File: src/rtl/algorithm_multi_vc_if.sv
// Handshake bundle for the multi-VC XY routing stage: one AXI-Stream input and
// CHANNEL_NUMBER per-channel outputs with reservation release and routing sideband.
interface algorithm_multi_vc_if #(
  parameter int unsigned DATA_WIDTH          = 32,
  parameter int unsigned ID_WIDTH            = 4,
  parameter int unsigned DEST_WIDTH          = 4,
  parameter int unsigned USER_WIDTH          = 4,
  parameter int unsigned VC_NUM              = 2,
  parameter int unsigned VC_WIDTH            = (VC_NUM > 1) ? $clog2(VC_NUM) : 1,
  parameter int unsigned CHANNEL_NUMBER      = 5 * VC_NUM,
  parameter int unsigned MAX_ROUTERS_X       = 4,
  parameter int unsigned MAX_ROUTERS_X_WIDTH = $clog2(MAX_ROUTERS_X),
  parameter int unsigned MAX_ROUTERS_Y       = 4,
  parameter int unsigned MAX_ROUTERS_Y_WIDTH = $clog2(MAX_ROUTERS_Y)
);
  typedef struct packed {
    logic [DATA_WIDTH-1:0] tdata;
    logic [ID_WIDTH-1:0]   tid;
    logic [DEST_WIDTH-1:0] tdest;
    logic [USER_WIDTH-1:0] tuser;
    logic                  tlast;
  } axis_data_t;

  axis_data_t                     in;
  logic                           in_valid;
  logic                           in_ready;
  axis_data_t                     out [CHANNEL_NUMBER];
  logic [CHANNEL_NUMBER-1:0]      out_valid;
  logic [CHANNEL_NUMBER-1:0]      out_ready;
  logic [CHANNEL_NUMBER-1:0]      out_release;
  logic [VC_WIDTH-1:0]            vc_req;
  logic [MAX_ROUTERS_X_WIDTH-1:0] target_x;
  logic [MAX_ROUTERS_Y_WIDTH-1:0] target_y;
  logic [CHANNEL_NUMBER-1:0]      busy;
  logic                           err_drop;

  modport master (
    output in, in_valid, out_ready, out_release, vc_req, target_x, target_y,
    input  in_ready, out, out_valid, busy, err_drop
  );

  modport slave (
    input  in, in_valid, out_ready, out_release, vc_req, target_x, target_y,
    output in_ready, out, out_valid, busy, err_drop
  );
endinterface

File: src/rtl/algorithm_multi_vc.sv
// XY-routing stage steering one AXI-Stream input onto 5 directions x VC_NUM virtual
// channels; the chosen channel is locked per packet and stays reserved until released.
module algorithm_multi_vc #(
  parameter int unsigned       DATA_WIDTH           = 32,
  parameter int unsigned       ID_WIDTH             = 4,
  parameter int unsigned       DEST_WIDTH           = 4,
  parameter int unsigned       USER_WIDTH           = 4,
  parameter int unsigned       VC_NUM               = 2,
  parameter int unsigned       VC_WIDTH             = (VC_NUM > 1) ? $clog2(VC_NUM) : 1,
  parameter int unsigned       CHANNEL_NUMBER       = 5 * VC_NUM,
  parameter int unsigned       CHANNEL_NUMBER_WIDTH = $clog2(CHANNEL_NUMBER),
  parameter int unsigned       VC_MODE              = 0,
  parameter int unsigned       MAX_ROUTERS_X        = 4,
  parameter int unsigned       MAX_ROUTERS_X_WIDTH  = $clog2(MAX_ROUTERS_X),
  parameter int unsigned       MAX_ROUTERS_Y        = 4,
  parameter int unsigned       MAX_ROUTERS_Y_WIDTH  = $clog2(MAX_ROUTERS_Y),
  parameter int unsigned       ROUTER_X             = 0,
  parameter int unsigned       ROUTER_Y             = 0,
  parameter logic [ID_WIDTH-1:0] ROUTING_HEADER     = '1
) (
  input logic                 clk,
  input logic                 rst,
  algorithm_multi_vc_if.slave bus
);
  localparam int unsigned BeatBits = DATA_WIDTH + ID_WIDTH + DEST_WIDTH + USER_WIDTH + 1;
  localparam logic [CHANNEL_NUMBER-1:0] ChanOne = CHANNEL_NUMBER'(1);

  localparam logic [2:0] DirLocal = 3'd0;
  localparam logic [2:0] DirNorth = 3'd1;
  localparam logic [2:0] DirEast  = 3'd2;
  localparam logic [2:0] DirSouth = 3'd3;
  localparam logic [2:0] DirWest  = 3'd4;

  typedef enum logic [1:0] {StIdle, StFwd, StDrop} state_e;

  state_e                          state_q, state_d;
  logic [CHANNEL_NUMBER_WIDTH-1:0] sel_q, sel_d, cand;
  logic [CHANNEL_NUMBER-1:0]       busy_q, busy_set, cand_oh, sel_oh, out_valid_c;
  logic [BeatBits-1:0]             in_bits;
  logic [BeatBits-1:0]             out_c [CHANNEL_NUMBER];
  logic [MAX_ROUTERS_X_WIDTH-1:0]  tx;
  logic [MAX_ROUTERS_Y_WIDTH-1:0]  ty;
  logic [2:0]                      dir;
  logic [VC_WIDTH-1:0]             vc_base, vc_cand;
  logic                            unroutable, cand_free, in_ready_c, err_drop_c;
  int                              dx, dy;

  function automatic logic [CHANNEL_NUMBER_WIDTH-1:0] chan_idx(input logic [2:0] d,
                                                               input int unsigned v);
    return CHANNEL_NUMBER_WIDTH'(32'(d) * VC_NUM + v);
  endfunction

  assign in_bits = bus.in;
  assign tx      = bus.target_x;
  assign ty      = bus.target_y;
  assign sel_oh  = ChanOne << sel_q;

  // Dimension-ordered routing: X offset wins over Y offset.
  always_comb begin
    dx         = int'(tx) - int'(ROUTER_X);
    dy         = int'(ty) - int'(ROUTER_Y);
    unroutable = (int'(tx) >= int'(MAX_ROUTERS_X)) || (int'(ty) >= int'(MAX_ROUTERS_Y));
    if (dx > 0)      dir = DirEast;
    else if (dx < 0) dir = DirWest;
    else if (dy < 0) dir = DirNorth;
    else if (dy > 0) dir = DirSouth;
    else             dir = DirLocal;
  end

  // Adaptive mode scans VCs upward from vc_req with wrap and takes the first free one.
  always_comb begin
    vc_base   = (32'(bus.vc_req) < VC_NUM) ? bus.vc_req : '0;
    vc_cand   = vc_base;
    cand_free = 1'b0;
    if (VC_MODE == 0) begin
      cand_free = ~busy_q[chan_idx(dir, 32'(vc_base))];
    end else begin
      for (int unsigned k = 0; k < VC_NUM; k++) begin
        if (!cand_free && !busy_q[chan_idx(dir, (32'(vc_base) + k) % VC_NUM)]) begin
          cand_free = 1'b1;
          vc_cand   = VC_WIDTH'((32'(vc_base) + k) % VC_NUM);
        end
      end
    end
    cand    = chan_idx(dir, 32'(vc_cand));
    cand_oh = ChanOne << cand;
  end

  always_comb begin
    state_d     = state_q;
    sel_d       = sel_q;
    busy_set    = '0;
    in_ready_c  = 1'b0;
    err_drop_c  = 1'b0;
    out_valid_c = '0;
    if (!rst) begin
      unique case (state_q)
        StIdle: begin
          if (bus.in_valid) begin
            if (bus.in.tid != ROUTING_HEADER) begin
              in_ready_c = 1'b1;
              err_drop_c = 1'b1;
            end else if (unroutable) begin
              in_ready_c = 1'b1;
              err_drop_c = 1'b1;
              if (!bus.in.tlast) state_d = StDrop;
            end else if (cand_free) begin
              out_valid_c = cand_oh;
              in_ready_c  = |(cand_oh & bus.out_ready);
              if (in_ready_c) begin
                busy_set = cand_oh;
                sel_d    = cand;
                if (!bus.in.tlast) state_d = StFwd;
              end
            end
          end
        end
        StFwd: begin
          out_valid_c = bus.in_valid ? sel_oh : '0;
          in_ready_c  = |(sel_oh & bus.out_ready);
          if (bus.in_valid && in_ready_c && bus.in.tlast) state_d = StIdle;
        end
        StDrop: begin
          in_ready_c = 1'b1;
          if (bus.in_valid && bus.in.tlast) state_d = StIdle;
        end
        default: state_d = StIdle;
      endcase
    end
  end

  always_comb begin
    for (int i = 0; i < int'(CHANNEL_NUMBER); i++) begin
      out_c[i] = out_valid_c[i] ? in_bits : '0;
    end
  end

  always_ff @(posedge clk or posedge rst) begin
    if (rst) begin
      state_q <= StIdle;
      sel_q   <= '0;
      busy_q  <= '0;
    end else begin
      state_q <= state_d;
      sel_q   <= sel_d;
      // A new reservation overrides a coincident release.
      busy_q  <= (busy_q & ~bus.out_release) | busy_set;
    end
  end

  assign bus.in_ready  = in_ready_c;
  assign bus.out_valid = out_valid_c;
  assign bus.busy      = busy_q;
  assign bus.err_drop  = err_drop_c;

  for (genvar g = 0; g < int'(CHANNEL_NUMBER); g++) begin : g_out
    assign bus.out[g] = out_c[g];
  end
endmodule

File: src/flat_wrapper.sv
// flat-port wrapper written by rule: the top's interface ports become plain ports
module algorithm_multi_vc_flat 
#(
  parameter int unsigned       DATA_WIDTH           = 32,
  parameter int unsigned       ID_WIDTH             = 4,
  parameter int unsigned       DEST_WIDTH           = 4,
  parameter int unsigned       USER_WIDTH           = 4,
  parameter int unsigned       VC_NUM               = 2,
  parameter int unsigned       VC_WIDTH             = (VC_NUM > 1) ? $clog2(VC_NUM) : 1,
  parameter int unsigned       CHANNEL_NUMBER       = 5 * VC_NUM,
  parameter int unsigned       CHANNEL_NUMBER_WIDTH = $clog2(CHANNEL_NUMBER),
  parameter int unsigned       VC_MODE              = 0,
  parameter int unsigned       MAX_ROUTERS_X        = 4,
  parameter int unsigned       MAX_ROUTERS_X_WIDTH  = $clog2(MAX_ROUTERS_X),
  parameter int unsigned       MAX_ROUTERS_Y        = 4,
  parameter int unsigned       MAX_ROUTERS_Y_WIDTH  = $clog2(MAX_ROUTERS_Y),
  parameter int unsigned       ROUTER_X             = 0,
  parameter int unsigned       ROUTER_Y             = 0,
  parameter logic [ID_WIDTH-1:0] ROUTING_HEADER     = '1
)
  (clk, rst, bus_in, bus_in_valid, bus_out_ready, bus_out_release, bus_vc_req, bus_target_x, bus_target_y, bus_in_ready, bus_out, bus_out_valid, bus_busy, bus_err_drop);
  algorithm_multi_vc_if #(.DATA_WIDTH(DATA_WIDTH), .ID_WIDTH(ID_WIDTH), .DEST_WIDTH(DEST_WIDTH), .USER_WIDTH(USER_WIDTH), .VC_NUM(VC_NUM), .VC_WIDTH(VC_WIDTH), .CHANNEL_NUMBER(CHANNEL_NUMBER), .MAX_ROUTERS_X(MAX_ROUTERS_X), .MAX_ROUTERS_X_WIDTH(MAX_ROUTERS_X_WIDTH), .MAX_ROUTERS_Y(MAX_ROUTERS_Y), .MAX_ROUTERS_Y_WIDTH(MAX_ROUTERS_Y_WIDTH)) bus_i ();
  input logic clk;
  input logic rst;
  input wire logic [$bits(bus_i.in)-1:0] bus_in;
  input wire logic [$bits(bus_i.in_valid)-1:0] bus_in_valid;
  input wire logic [$bits(bus_i.out_ready)-1:0] bus_out_ready;
  input wire logic [$bits(bus_i.out_release)-1:0] bus_out_release;
  input wire logic [$bits(bus_i.vc_req)-1:0] bus_vc_req;
  input wire logic [$bits(bus_i.target_x)-1:0] bus_target_x;
  input wire logic [$bits(bus_i.target_y)-1:0] bus_target_y;
  output wire logic [$bits(bus_i.in_ready)-1:0] bus_in_ready;
  output wire logic [$bits(bus_i.out)-1:0] bus_out;
  output wire logic [$bits(bus_i.out_valid)-1:0] bus_out_valid;
  output wire logic [$bits(bus_i.busy)-1:0] bus_busy;
  output wire logic [$bits(bus_i.err_drop)-1:0] bus_err_drop;
  assign bus_i.in = bus_in;
  assign bus_i.in_valid = bus_in_valid;
  assign bus_i.out_ready = bus_out_ready;
  assign bus_i.out_release = bus_out_release;
  assign bus_i.vc_req = bus_vc_req;
  assign bus_i.target_x = bus_target_x;
  assign bus_i.target_y = bus_target_y;
  assign bus_in_ready = bus_i.in_ready;
  assign bus_out = {>>{bus_i.out}};
  assign bus_out_valid = bus_i.out_valid;
  assign bus_busy = bus_i.busy;
  assign bus_err_drop = bus_i.err_drop;
  algorithm_multi_vc #(.DATA_WIDTH(DATA_WIDTH), .ID_WIDTH(ID_WIDTH), .DEST_WIDTH(DEST_WIDTH), .USER_WIDTH(USER_WIDTH), .VC_NUM(VC_NUM), .VC_WIDTH(VC_WIDTH), .CHANNEL_NUMBER(CHANNEL_NUMBER), .CHANNEL_NUMBER_WIDTH(CHANNEL_NUMBER_WIDTH), .VC_MODE(VC_MODE), .MAX_ROUTERS_X(MAX_ROUTERS_X), .MAX_ROUTERS_X_WIDTH(MAX_ROUTERS_X_WIDTH), .MAX_ROUTERS_Y(MAX_ROUTERS_Y), .MAX_ROUTERS_Y_WIDTH(MAX_ROUTERS_Y_WIDTH), .ROUTER_X(ROUTER_X), .ROUTER_Y(ROUTER_Y), .ROUTING_HEADER(ROUTING_HEADER)) u_core (.clk(clk), .rst(rst), .bus(bus_i));
endmodule
File: config.mk
export PLATFORM = sky130hd
export DESIGN_NAME = algorithm_multi_vc_flat
export DESIGN_NICKNAME = d
export VERILOG_FILES = /design/src/rtl/algorithm_multi_vc_if.sv /design/src/rtl/algorithm_multi_vc.sv /design/src/flat_wrapper.sv
export SDC_FILE = /design/constraint.sdc
export NUM_CORES = 1
export LEC_CHECK = 0
export ABC_AREA = 1
export CAP_MARGIN = 20
export CORE_AREA = 5 5 210 212
export CTS_CLUSTER_DIAMETER = 80
export DETAILED_ROUTE_END_ITERATION = 8
export DIE_AREA = 0 0 215 217
export MAX_ROUTING_LAYER = met4
export PLACE_DENSITY_LB_ADDON = 0.12
export SYNTH_ARGS = -nofsm -noshare
export SYNTH_HDL_FRONTEND = slang
export SYNTH_SLANG_ARGS = --single-unit
File: constraint.sdc
create_clock -name clk -period 2.31 [get_ports clk]
set_input_delay 0.462 -clock clk [delete_from_list [all_inputs] [get_ports clk]]
set_output_delay 0.462 -clock clk [all_outputs]
set_load 0.01 [all_outputs]
# --- Word-level counts from Yosys, hierarchy flattened ---
# Cells that the tools add are included.
word_totals:
  in_bits: 73
  regBits: 16
  wordCells: 82
  output_inout_bits: 472
op_classes:
  shift: 2
  n_bitwise: 8
  eq_ne: 10
  n_mux: 45
  order_cmp: 5
  reduce_logical: 8
  n_addsub: 1
op_table:
  columns: ["cell", "count"]
  rows:
  - ["45-bit 2-to-1 mux", 10]
  - ["10-bit 2-to-1 mux", 11]
  - ["10-bit bitwise AND", 3]
  - ["10-bit case mux with 2 select lines", 1]
  - ["10-bit OR reduction", 2]
  - ["1-bit by 4-bit left shift with 10-bit output (first input constant)", 2]
  - ["2-bit 2-to-1 mux", 8]
  - ["10-bit NOT", 1]
  - ["10-bit OR", 1]
  - ["1-bit 2-to-1 mux", 9]
  - ["3-bit 2-to-1 mux", 3]
  - ["2-bit != test (second input constant)", 4]
  - ["8-bit AND reduction", 1]
  - ["2-bit by 1-bit != test with 1-bit output (second input constant)", 3]
  - ["2-bit case mux with 3 select lines", 1]
  - ["6-bit AND reduction", 1]
  - ["4-bit by 5-bit < comparator with 1-bit output (second input constant)", 1]
  - ["4-bit by 1-bit adder with 4-bit output", 1]
  - ["1-bit binary-select mux with 4-bit select", 1]
  - ["2-bit by 1-bit greater-than comparator with 1-bit output (second input constant)", 2]
  - ["2-bit by 1-bit < comparator with 1-bit output (second input constant)", 2]
  - ["4-bit != test (second input constant)", 1]
  - ["1-bit logical AND", 3]
  - ["1-bit NOT", 3]
  - ["4 further kinds", 4]

# --- Longest topological paths before layout ---
# Gate-level depths: netlist of the first run.
depth:
  ltp_word: 16
  ltp_mapped: 12
  ltp_nobuf: 11

# --- Worst setup path after synthesis of the first run ---
# Ideal clock, no wire load.
synth_path:
  path_type: "input to output"
  start: "input rst"
  end: "output bus_out[319]"
  slack_ns: -0.060
  n_path_buf: 1
  t_required_ns: 1.848
  stages: 8
  arrival_time_ns: 1.908
  cell_sequence: "inv_2 > nand2_1 > nor2_1 > inv_1 > nor2_1 > inv_2 > clkbuf_1 > nor2_1"
synth_via:
  elab_chain_len: 2
synth_rtl:
  columns: ["item", "line_no", "text"]
  rows:
  - ["start, declared", "flat_wrapper.sv:24", "input logic rst;"]
  - ["10-bit 2-to-1 mux", "algorithm_multi_vc.sv:96", "if (!rst) begin"]
  - ["net bus_out_valid[2]", "flat_wrapper.sv:34", "output wire logic [$bits(bus_i.out_valid)-1:0] bus_out_valid;"]
  - ["45-bit 2-to-1 mux", "algorithm_multi_vc.sv:134", "out_c[i] = out_valid_c[i] ? in_bits : '0;"]
  - ["end, declared", "flat_wrapper.sv:33", "output wire logic [$bits(bus_i.out)-1:0] bus_out;"]
# The timed path passes the listed nets, and every way through them passes these cells.

# --- Worst setup path in the final report of the first run ---
layout_path:
  start: "input bus_target_y[0]"
  end: "output bus_out[414]"
layout_via:
  elab_chain_len: 14
  word_cells_on_any_way: 16
  cone_classes: "add/sub: 1; order compare: 2; shift: 1; mux: 12"
layout_rtl:
  columns: ["item", "line_no", "text"]
  rows:
  - ["start, declared", "flat_wrapper.sv:31", "input wire logic [$bits(bus_i.target_y)-1:0] bus_target_y;"]
  - ["2-bit by 1-bit greater-than comparator with 1-bit output", "algorithm_multi_vc.sv:66", "else if (dy > 0) dir = DirSouth;"]
  - ["2-bit 2-to-1 mux", "algorithm_multi_vc.sv:66", null]
  - ["3-bit 2-to-1 mux *", "algorithm_multi_vc.sv:65", "else if (dy < 0) dir = DirNorth;"]
  - ["3-bit 2-to-1 mux *", "algorithm_multi_vc.sv:64", "else if (dx < 0) dir = DirWest;"]
  - ["3-bit 2-to-1 mux *", "algorithm_multi_vc.sv:63", "if (dx > 0) dir = DirEast;"]
  - ["4-bit by 1-bit adder with 4-bit output *", "algorithm_multi_vc.sv:50", "return CHANNEL_NUMBER_WIDTH'(32'(d) * VC_NUM + v);"]
  - ["1-bit binary-select mux with 4-bit select", "algorithm_multi_vc.sv:76", "cand_free = ~busy_q[chan_idx(dir, 32'(vc_base))];"]
  - ["1-bit 2-to-1 mux (not written as such)", "algorithm_multi_vc.sv:76", null]
  - ["10-bit 2-to-1 mux *", "algorithm_multi_vc.sv:107", "end else if (cand_free) begin"]
  - ["10-bit 2-to-1 mux *", "algorithm_multi_vc.sv:100", "if (bus.in.tid != ROUTING_HEADER) begin"]
  - ["10-bit 2-to-1 mux *", "algorithm_multi_vc.sv:99", "if (bus.in_valid) begin"]
  - ["10-bit case mux with 2 select lines *", "algorithm_multi_vc.sv:97", "unique case (state_q)"]
  - ["10-bit 2-to-1 mux *", "algorithm_multi_vc.sv:96", null]
  - ["45-bit 2-to-1 mux *", "algorithm_multi_vc.sv:134", null]
# Mark *: on every way between the ends. The rest lies on a longest branch, timed or not. The select of a mux whose other input is x is not followed.

==> results of run 1 <==
-- through the flow --
stage               worst slack, ps  cells
finish                         -304   1861
global route                   -399   1861
detailed placement            -1090   1738
CTS                            -328   1795
floorplan                      22.4    788
global placement              -1110   1738
-- worst paths after layout --
| check | from | end | slack, ps |
|---|---|---|---|
| max in group asynchronous | rst | u_core.sel_q[0]$_DFFE_PP0P_ | 1770 |
| worst max register to register | u_core.bus.busy[3]$_DFF_PP0_ | u_core.sel_q[0]$_DFFE_PP0P_ | 720 |
| worst max-delay path | bus_target_y[0] | bus_out[414] | -300 |
| worst min-delay path | rst | u_core.state_q[0]$_DFFE_PP0P_ | 340 |
| min in group clk | u_core.bus.busy[8]$_DFF_PP0_ | u_core.bus.busy[8]$_DFF_PP0_ | 490 |
| worst min register to register | u_core.bus.busy[8]$_DFF_PP0_ | u_core.bus.busy[8]$_DFF_PP0_ | 490 |
-- Yosys cell counts, drive strengths merged --
cell    instances  area [sq um]
a21oi           2          10.0
buf           119           895
clkbuf          9          33.8
clkinv          1          3.75
conb            1          3.75
dfrtp          14           350
inv            78           298
nand2          45           186
nand3          11          55.1
nand4          12           105
nor2          380          1530
nor3            6          30.0
nor4            1          21.3
o21ai          11          58.8
o22ai           6          37.5
o31ai           1          7.51
-- power by group --
part	total [mW]	leakage (nW)	switching, mW	internal, mW
clock	0.343	0.0370	0.115	0.228
sequential	0.274	0.176	0.0160	0.258
combinational	1.46	5.63	0.812	0.647
total	2.08	5.85	0.943	1.13
-- cells by family (layout without fill, tap and decap cells) --
kind of cell	count (synthesis)	count (layout)
compound gates	20	20
buf+inv	207	741
flops	14	14
other cells	1	92
simple gates	455	455
-- state kept, by name, summed over array words and instances (netlist names) --
name / flops
u_core.sel_q: 3
u_core.state_q: 1
u_core.bus.busy: 10
-- worst max-delay path: stages --
cell and delay (ps):
buf_2 120, nor2_4 120, buf_6 140, nand2_8 60, o21ai_4 210, buf_6 140
buf_6 90, nand4_4 90, nand2_8 150, inv_12 60, buf_8 130, buf_16 150
nor2_1 80, buf_2 130
-- cell type report --
class,count,area (sq um)
Fill cell,4689,30500
Timing Repair Buffer,657,6130
Multi-Input combinational cell,567,3670
Tap cell,539,674
Inverter,79,363
Sequential cell,14,354
Clock buffer,3,75.1
Timing Repair inverter,2,32.5
-- repair_timing --
action,in CTS,in global routing
gates cloned,15,15
pin swaps,16,30
buffers inserted,39,59
endpoints found under the setup margin,372,368
resized for setup,1043,1068
-- metal layers --
layer  vias to the layer above  GRT usage (%)
li1                       3167              -
met1                      3021           15.0
met2                       287           25.7
met3                        20           1.99
met4                         0          0.747
met5                         -              -
-- layout by cell type (no fill, tap or decap), drive strengths merged, types with 6 or more instances in the layout --
cell type	synthesis	layout
nor2	380	380
dfrtp	14	14
buf	119	517
clkdlybuf4s50	0	69
nor3	6	6
nand3	11	11
o22ai	6	6
o21ai	11	11
conb	1	92
nand2	45	45
inv	78	76
clkbuf	9	66
nand4	12	12
==> impl_metrics.ini, run 1 <==
[global_route]
grt_pass1_vias = 6053
grt_start_max_net_pins = 36
antenna_found_initial = 0
gr-total-overflow = 0
track_usage_pct = 13.2
grt_pass1_wl_mm = 45.1

[detailed_routing]
dr_total_vias = 6495
top_layer_used = met4
met1_length_mm = 15.2
routed_via_density = 3.49
detail_route.wl_per_cell_microns = 19.9
wl_met2_mm = 19.7
drc_errors = 0
drt_iter0_markers = 248
routed_wl_mm = 37.0
postRouteAntennaNets = 0
wl_met3_mm = 1.70
drt_first_pass_iters = 4

[timing]
holdWs_ps = 336
timing.final.crit_share_pct = 113
slew_violations = 0
grt_setup_unrepaired = yes
max_freq_mhz = 383
max_slew_margin_pct = 55.4
period_needed_ps = 2610
setup_tns_ps = -34320
finalHoldViolations = 0
skew_ps = 1.46
setup_slack_ps = -304
worst_pin_slew_ps = 669
setup_viol = 253

[placement]
place_congestion = 0.745
place_hpwl_mm = 24.4
numPortBuffers = 450
placed_area_sq_um = 9090

[job]
maxCapViolations = 0

[final_layout]
drive_gt1_share_pct = 65.1
utilization_pct = 27.1
final_area_sq_um = 11300
diodes = 0
area_delta_synth_final_pct = 212
nets = 1397

[clock_tree]
clkTransAtPathRegs_ps = 50
clk_latency_ps = 250
cts_buffers = 3
cts_tree = done
cts_sinks = 14
cts_hold_buf = 0
root_buffer = clkbuf_16
htree_levels = 1
cts_buffer_depth = 2

[floorplan]
io_pins = 545
placementRows = 75
coreArea_sq_um = 41800
die_area_sq_um = 46700
die_y_microns = 217
start_util_pct = 8.68
die_w_microns = 215

[power_and_ir_drop]
ir_worst_vdd_mv = 0.240
p_total_mw = 2.08
p_leak_nw = 5.85
power.density_nw_per_um2 = 184

[synthesis]
synth_top_family_by_area = simple AND/OR/NAND/NOR gates
syn_area_sq_um = 3620
synth_simple_gate_area_share_pct = 53.2
ys_types = 26
muxShareOfSynthArea_pct = 0
synthCells = 697
yosys_warnings = 0
synthAdderAreaFrac_pct = 0
synth-xor-area-share_pct = 0
avgSynthCellArea_sq_um = 5.20
synth-seq-cells = 14
seq_area_frac_synth_pct = 9.67
synth_compound_area_share_pct = 3.14

[setup_path]
start_kind = input port
cp.arrival_ps = 2150
reg2reg_depth = 11
endpoint_kind = output port
required_ps = 1850
crit_path_max_fanout = 5
critical_path_class = in2out

[status]
failed_checks = negative setup slack
status = finished with violations

[min_path]
hold_path_class = in2async
(Power assumes the default switching activity.)
==> inputs of run 2 (changes only) <==
TNS_END_PERCENT = 5   (was default)
==> run 2 against run 1 <==
Effect of this change: the flow still finishes with violations (negative setup slack); critical endpoint is now bus_out[402]; flip-flop and latch count unchanged; largest power group unchanged; clock-buffer cell count unchanged; cell count down 4.4%.
==> impl_metrics.ini, run 2 (synthesis gave the netlist of run 1 again) <==
[status]
status = finished with violations
failed_checks = negative setup slack

[global_route]
track_usage_pct = 12.7
grt_pass1_vias = 5900
grt_pass1_wl_mm = 43.4
gr-total-overflow = 0
antenna_found_initial = 0
grt_start_max_net_pins = 36

[placement]
place_congestion = 0.745
numPortBuffers = 450
placed_area_sq_um = 9090
post-place-ws_ps = -1090
place_hpwl_mm = 24.4
dp_cells = 1738

[timing]
finalHoldViolations = 0
skew_ps = 1.28
max_freq_mhz = 395
worst_pin_slew_ps = 499
setup_viol = 261
period_needed_ps = 2530
setup_slack_ps = -222
setup_tns_ps = -29610
grt_setup_unrepaired = yes
timing.final.crit_share_pct = 110
max_slew_margin_pct = 66.7
holdWs_ps = 491
slew_violations = 0

[final_layout]
drive_gt1_share_pct = 47.4
diodes = 0
final_cell_mix = nor2_1, buf_2, buf_4, conb_1, nor2_2
fin_cells = 1779
area_delta_synth_final_pct = 136
utilization_pct = 20.5
nets = 1315
final_area_sq_um = 8550
largest_reg_flops = 10
final_common_cell = nor2_1

[setup_path]
endpoint_kind = output port
critical_path_class = in2out
crit_path_max_fanout = 6
cp.arrival_ps = 2070
start_kind = input port
required_ps = 1850

[detailed_routing]
drc_errors = 0
routed_via_density = 3.36
drt_iter0_markers = 202
postRouteAntennaNets = 0
drt_first_pass_iters = 4
routed_wl_mm = 33.3
detail_route.wl_per_cell_microns = 18.7
dr_total_vias = 5973

[clock_tree]
cts_sinks = 14
cts_tree = done
clk_latency_ps = 240
root_buffer = clkbuf_16
cts_hold_buf = 0
clkTransAtPathRegs_ps = 50
cts_buffer_depth = 2
htree_levels = 1
cts_buffers = 3

[floorplan]
placementRows = 75
die_area_sq_um = 46700
die_y_microns = 217
die_w_microns = 215
start_util_pct = 8.68
coreArea_sq_um = 41800
io_pins = 545

[power_and_ir_drop]
p_total_mw = 1.69
p_leak_nw = 5.24
power.density_nw_per_um2 = 198
ir_worst_vdd_mv = 0.231

[job]
maxCapViolations = 0

[min_path]
hold_path_class = in2async
## run 2: report_power, final
part / internal, mW / switching [mW] / leakage (nW) / total [mW]
Combinational: 0.442 / 0.638 / 5.02 / 1.08
Sequential: 0.257 / 0.0149 / 0.177 / 0.272
Clock: 0.228 / 0.113 / 0.0370 / 0.341
## run 2: area by class of cell
class	count	area, sq um
Fill cell	4956	33200
Timing Repair Buffer	576	4470
Multi-Input combinational cell	567	2640
Tap cell	539	674
Sequential cell	14	352
Inverter	79	332
Clock buffer	3	75.1
Timing Repair inverter	1	11.3
## run 2: per-layer routing
| metal | global-route usage (%) | share of wire [%] | vias to the layer above |
|---|---|---|---|
| met2 | 24.6 | 53 | 278 |
| met3 | 2.03 | 4.8 | 19 |
| met5 | - | 0 | - |
| li1 | - | - | 2972 |
| met4 | 1.17 | 0.91 | 0 |
| met1 | 14.2 | 41 | 2704 |
## run 2: final timing paths
| kind | start | to | slack, ps | cells past startpoint |
|---|---|---|---|---|
| worst max-delay path | bus_target_y[0] | bus_out[402] | -220 | 13 |
| worst min-delay path | rst | u_core.state_q[0]$_DFFE_PP0P_ | 490 | 4 |
| worst max register to register | u_core.bus.busy[2]$_DFF_PP0_ | u_core.sel_q[0]$_DFFE_PP0P_ | 630 | 12 |
| worst min register to register | u_core.bus.busy[8]$_DFF_PP0_ | u_core.bus.busy[8]$_DFF_PP0_ | 490 | 2 |
| max in group asynchronous | rst | u_core.sel_q[0]$_DFFE_PP0P_ | 1610 | 4 |
| min in group clk | u_core.bus.busy[8]$_DFF_PP0_ | u_core.bus.busy[8]$_DFF_PP0_ | 490 | 2 |
## run 2: critical path: stages
cell and delay, ps:
buf_2 110, nor2_2 130, buf_4 150, nand2_4 70, o21ai_4 210, buf_6 140, nand4_4 100, nand2_8 120
inv_12 60, buf_12 140, buf_16 140, nor2_1 80, buf_2 140
## run 2: what timing repair did
action,CTS,global route
pin swaps,13,11
cloned,9,5
endpoints found under the setup margin,372,367
gates resized for setup,970,545
buffers inserted,20,4
==> inputs of run 3 (changes only) <==
CAP_MARGIN = 10   (was 20)
PLACE_DENSITY_LB_ADDON = 0.2   (was 0.12)
==> run 3 against run 2 <==
Effect of this change: critical endpoint is now bus_out[227]; design area is 5.1% lower; fmax is 1.3% lower; clock-buffer cell count is the same; largest power group unchanged; critical path type is now reg2out; utilization decreased by 1.0 points; sequential share of layout area rose by 0.22 points; the run still ends with negative setup slack left; sequential power about the same; die area stayed put; non-clock buffer count fell by 20.
==> impl_metrics.ini, run 3 (synthesis gave the netlist of run 1 again) <==
[status]
status = finished with violations
failed_checks = negative setup slack

[detailed_routing]
dr_total_vias = 5903
drc_errors = 0
drt_first_pass_iters = 4
routed_via_density = 3.36
routed_wl_mm = 29.9
postRouteAntennaNets = 0
detail_route.wl_per_cell_microns = 17.0
drt_iter0_markers = 177

[setup_path]
r2r_slack_ps = 640
rr_endpoint = u_core.sel_q[0]$_DFFE_PP0P_
critical_path_class = reg2out
crit_path_max_fanout = 11
r2r-start = u_core.bus.busy[2]$_DFF_PP0_
start_kind = flip-flop
reg2reg_depth = 11
required_ps = 1850
endpoint_kind = output port
cp.arrival_ps = 2100
critPathLaunch = u_core.bus.busy[2]$_DFF_PP0_
endpoint = bus_out[227]

[timing]
max_freq_mhz = 390
period_needed_ps = 2560
setup_viol = 239
holdWs_ps = 336
setup_slack_ps = -254
slew_violations = 0
setup_tns_ps = -17440
skew_ps = 5.42
grt_setup_unrepaired = yes
finalHoldViolations = 0
timing.final.crit_share_pct = 111

[final_layout]
largest_reg_flops = 10
drive_gt1_share_pct = 50.4
multi_input_area_sq_um = 2650
nets = 1294
final_cell_mix = nor2_1, buf_2, clkbuf_2, conb_1, buf_4
nFillCells = 4954
final_common_cell = nor2_1
diodes = 0
utilization_pct = 19.4
seq_area_sq_um = 352
area_delta_synth_final_pct = 124

[min_path]
hold_path_class = in2async

[floorplan]
die_w_microns = 215
start_util_pct = 8.68
die_y_microns = 217
coreArea_sq_um = 41800
die_area_sq_um = 46700
io_pins = 545
placementRows = 75

[clock_tree]
cts_sinks = 14
cts_hold_buf = 0
htree_levels = 1
clkTransAtPathRegs_ps = 50
root_buffer = clkbuf_16
cts_buffers = 3
clk_latency_ps = 250
cts_tree = done
cts_buffer_depth = 2

[power_and_ir_drop]
power.density_nw_per_um2 = 204
ir_worst_vdd_mv = 0.171
p_total_mw = 1.66
p_leak_nw = 4.89

[global_route]
gr-total-overflow = 0
grt_pass1_wl_mm = 40.6
track_usage_pct = 11.7
grt_start_max_net_pins = 31
antenna_found_initial = 0
grt_pass1_vias = 5924

[placement]
numPortBuffers = 450
place_hpwl_mm = 23.2
place_congestion = 0.778

[job]
maxCapViolations = 0
## run 3: cell types whose count changed in the layout (fill, tap and decap cells not counted), sizes merged
cell,previous run,this run
clkinv,2,1
dlymetal6s2s,2,3
clkbuf,35,121
dlygate4sd2,44,2
clkdlybuf4s15,6,10
buf,423,354
## run 3: routing by layer
layer	up-vias	track usage (%)	share of wire [%]
met4	0	1.13	0.87
met2	297	22.2	53
met5	-	-	0
met1	2681	13.2	40
met3	10	2.03	6.2
li1	2915	-	-
## run 3: what timing repair did
action	4_1_cts	5_1_grt
endpoints found under the setup margin	370	370
pin swaps	12	6
gates resized for setup	849	656
gates cloned	4	2
setup buffers	16	3
## run 3: stage by stage
| step | std cells | setup WS, ps | area, sq um |
|---|---|---|---|
| finish | 1758 | -254 | 8110 |
| global route | 1758 | -334 | 8110 |
| CTS | 1753 | -275 | 8900 |
| detailed placement | 1730 | -1070 | 9060 |
| global placement | 1730 | -1080 | 9060 |
| floorplan | 788 | 22.4 | 3970 |
## run 3: how the worst min path moves through the flow
stage | from | to | cells after the start
6_report | rst | u_core.bus.busy[8]$_DFF_PP0_ | 3
5_1_grt | rst | u_core.sel_q[1]$_DFFE_PP0P_ | 3
4_1_cts | rst | u_core.bus.busy[8]$_DFF_PP0_ | 3
3_5_place_dp | u_core.bus.busy[9]$_DFF_PP0_ | u_core.bus.busy[9]$_DFF_PP0_ | 2
3_3_place_gp | u_core.bus.busy[8]$_DFF_PP0_ | u_core.bus.busy[8]$_DFF_PP0_ | 2
2_1_floorplan | rst | u_core.bus.busy[0]$_DFF_PP0_ | 1
## run 3: power breakdown
| group | internal, mW | leakage (nW) | switching, mW |
|---|---|---|---|
| clock network | 0.228 | 0.0370 | 0.116 |
| logic | 0.420 | 4.68 | 0.619 |
| registers | 0.257 | 0.177 | 0.0165 |
## run 3: cell type report
type	instances	share of cell area (%)
repair buffers	556	49.7
multi-input cells	567	32.6
well taps	539	8.31
flip-flops and latches	14	4.33
inverters	79	4.09
clock buffers	3	0.925
## run 3: worst max-delay path, stage by stage (launching register included)
cell and delay, ps:
dfrtp_1 370, inv_1 80, o21ai_0 70, nand2_1 80, nand2_2 60, o21ai_2 180, buf_12 140, nand4_1 110
nand2_2 170, inv_8 90, buf_16 170, nor2_4 90, clkdlybuf4s15_2 230
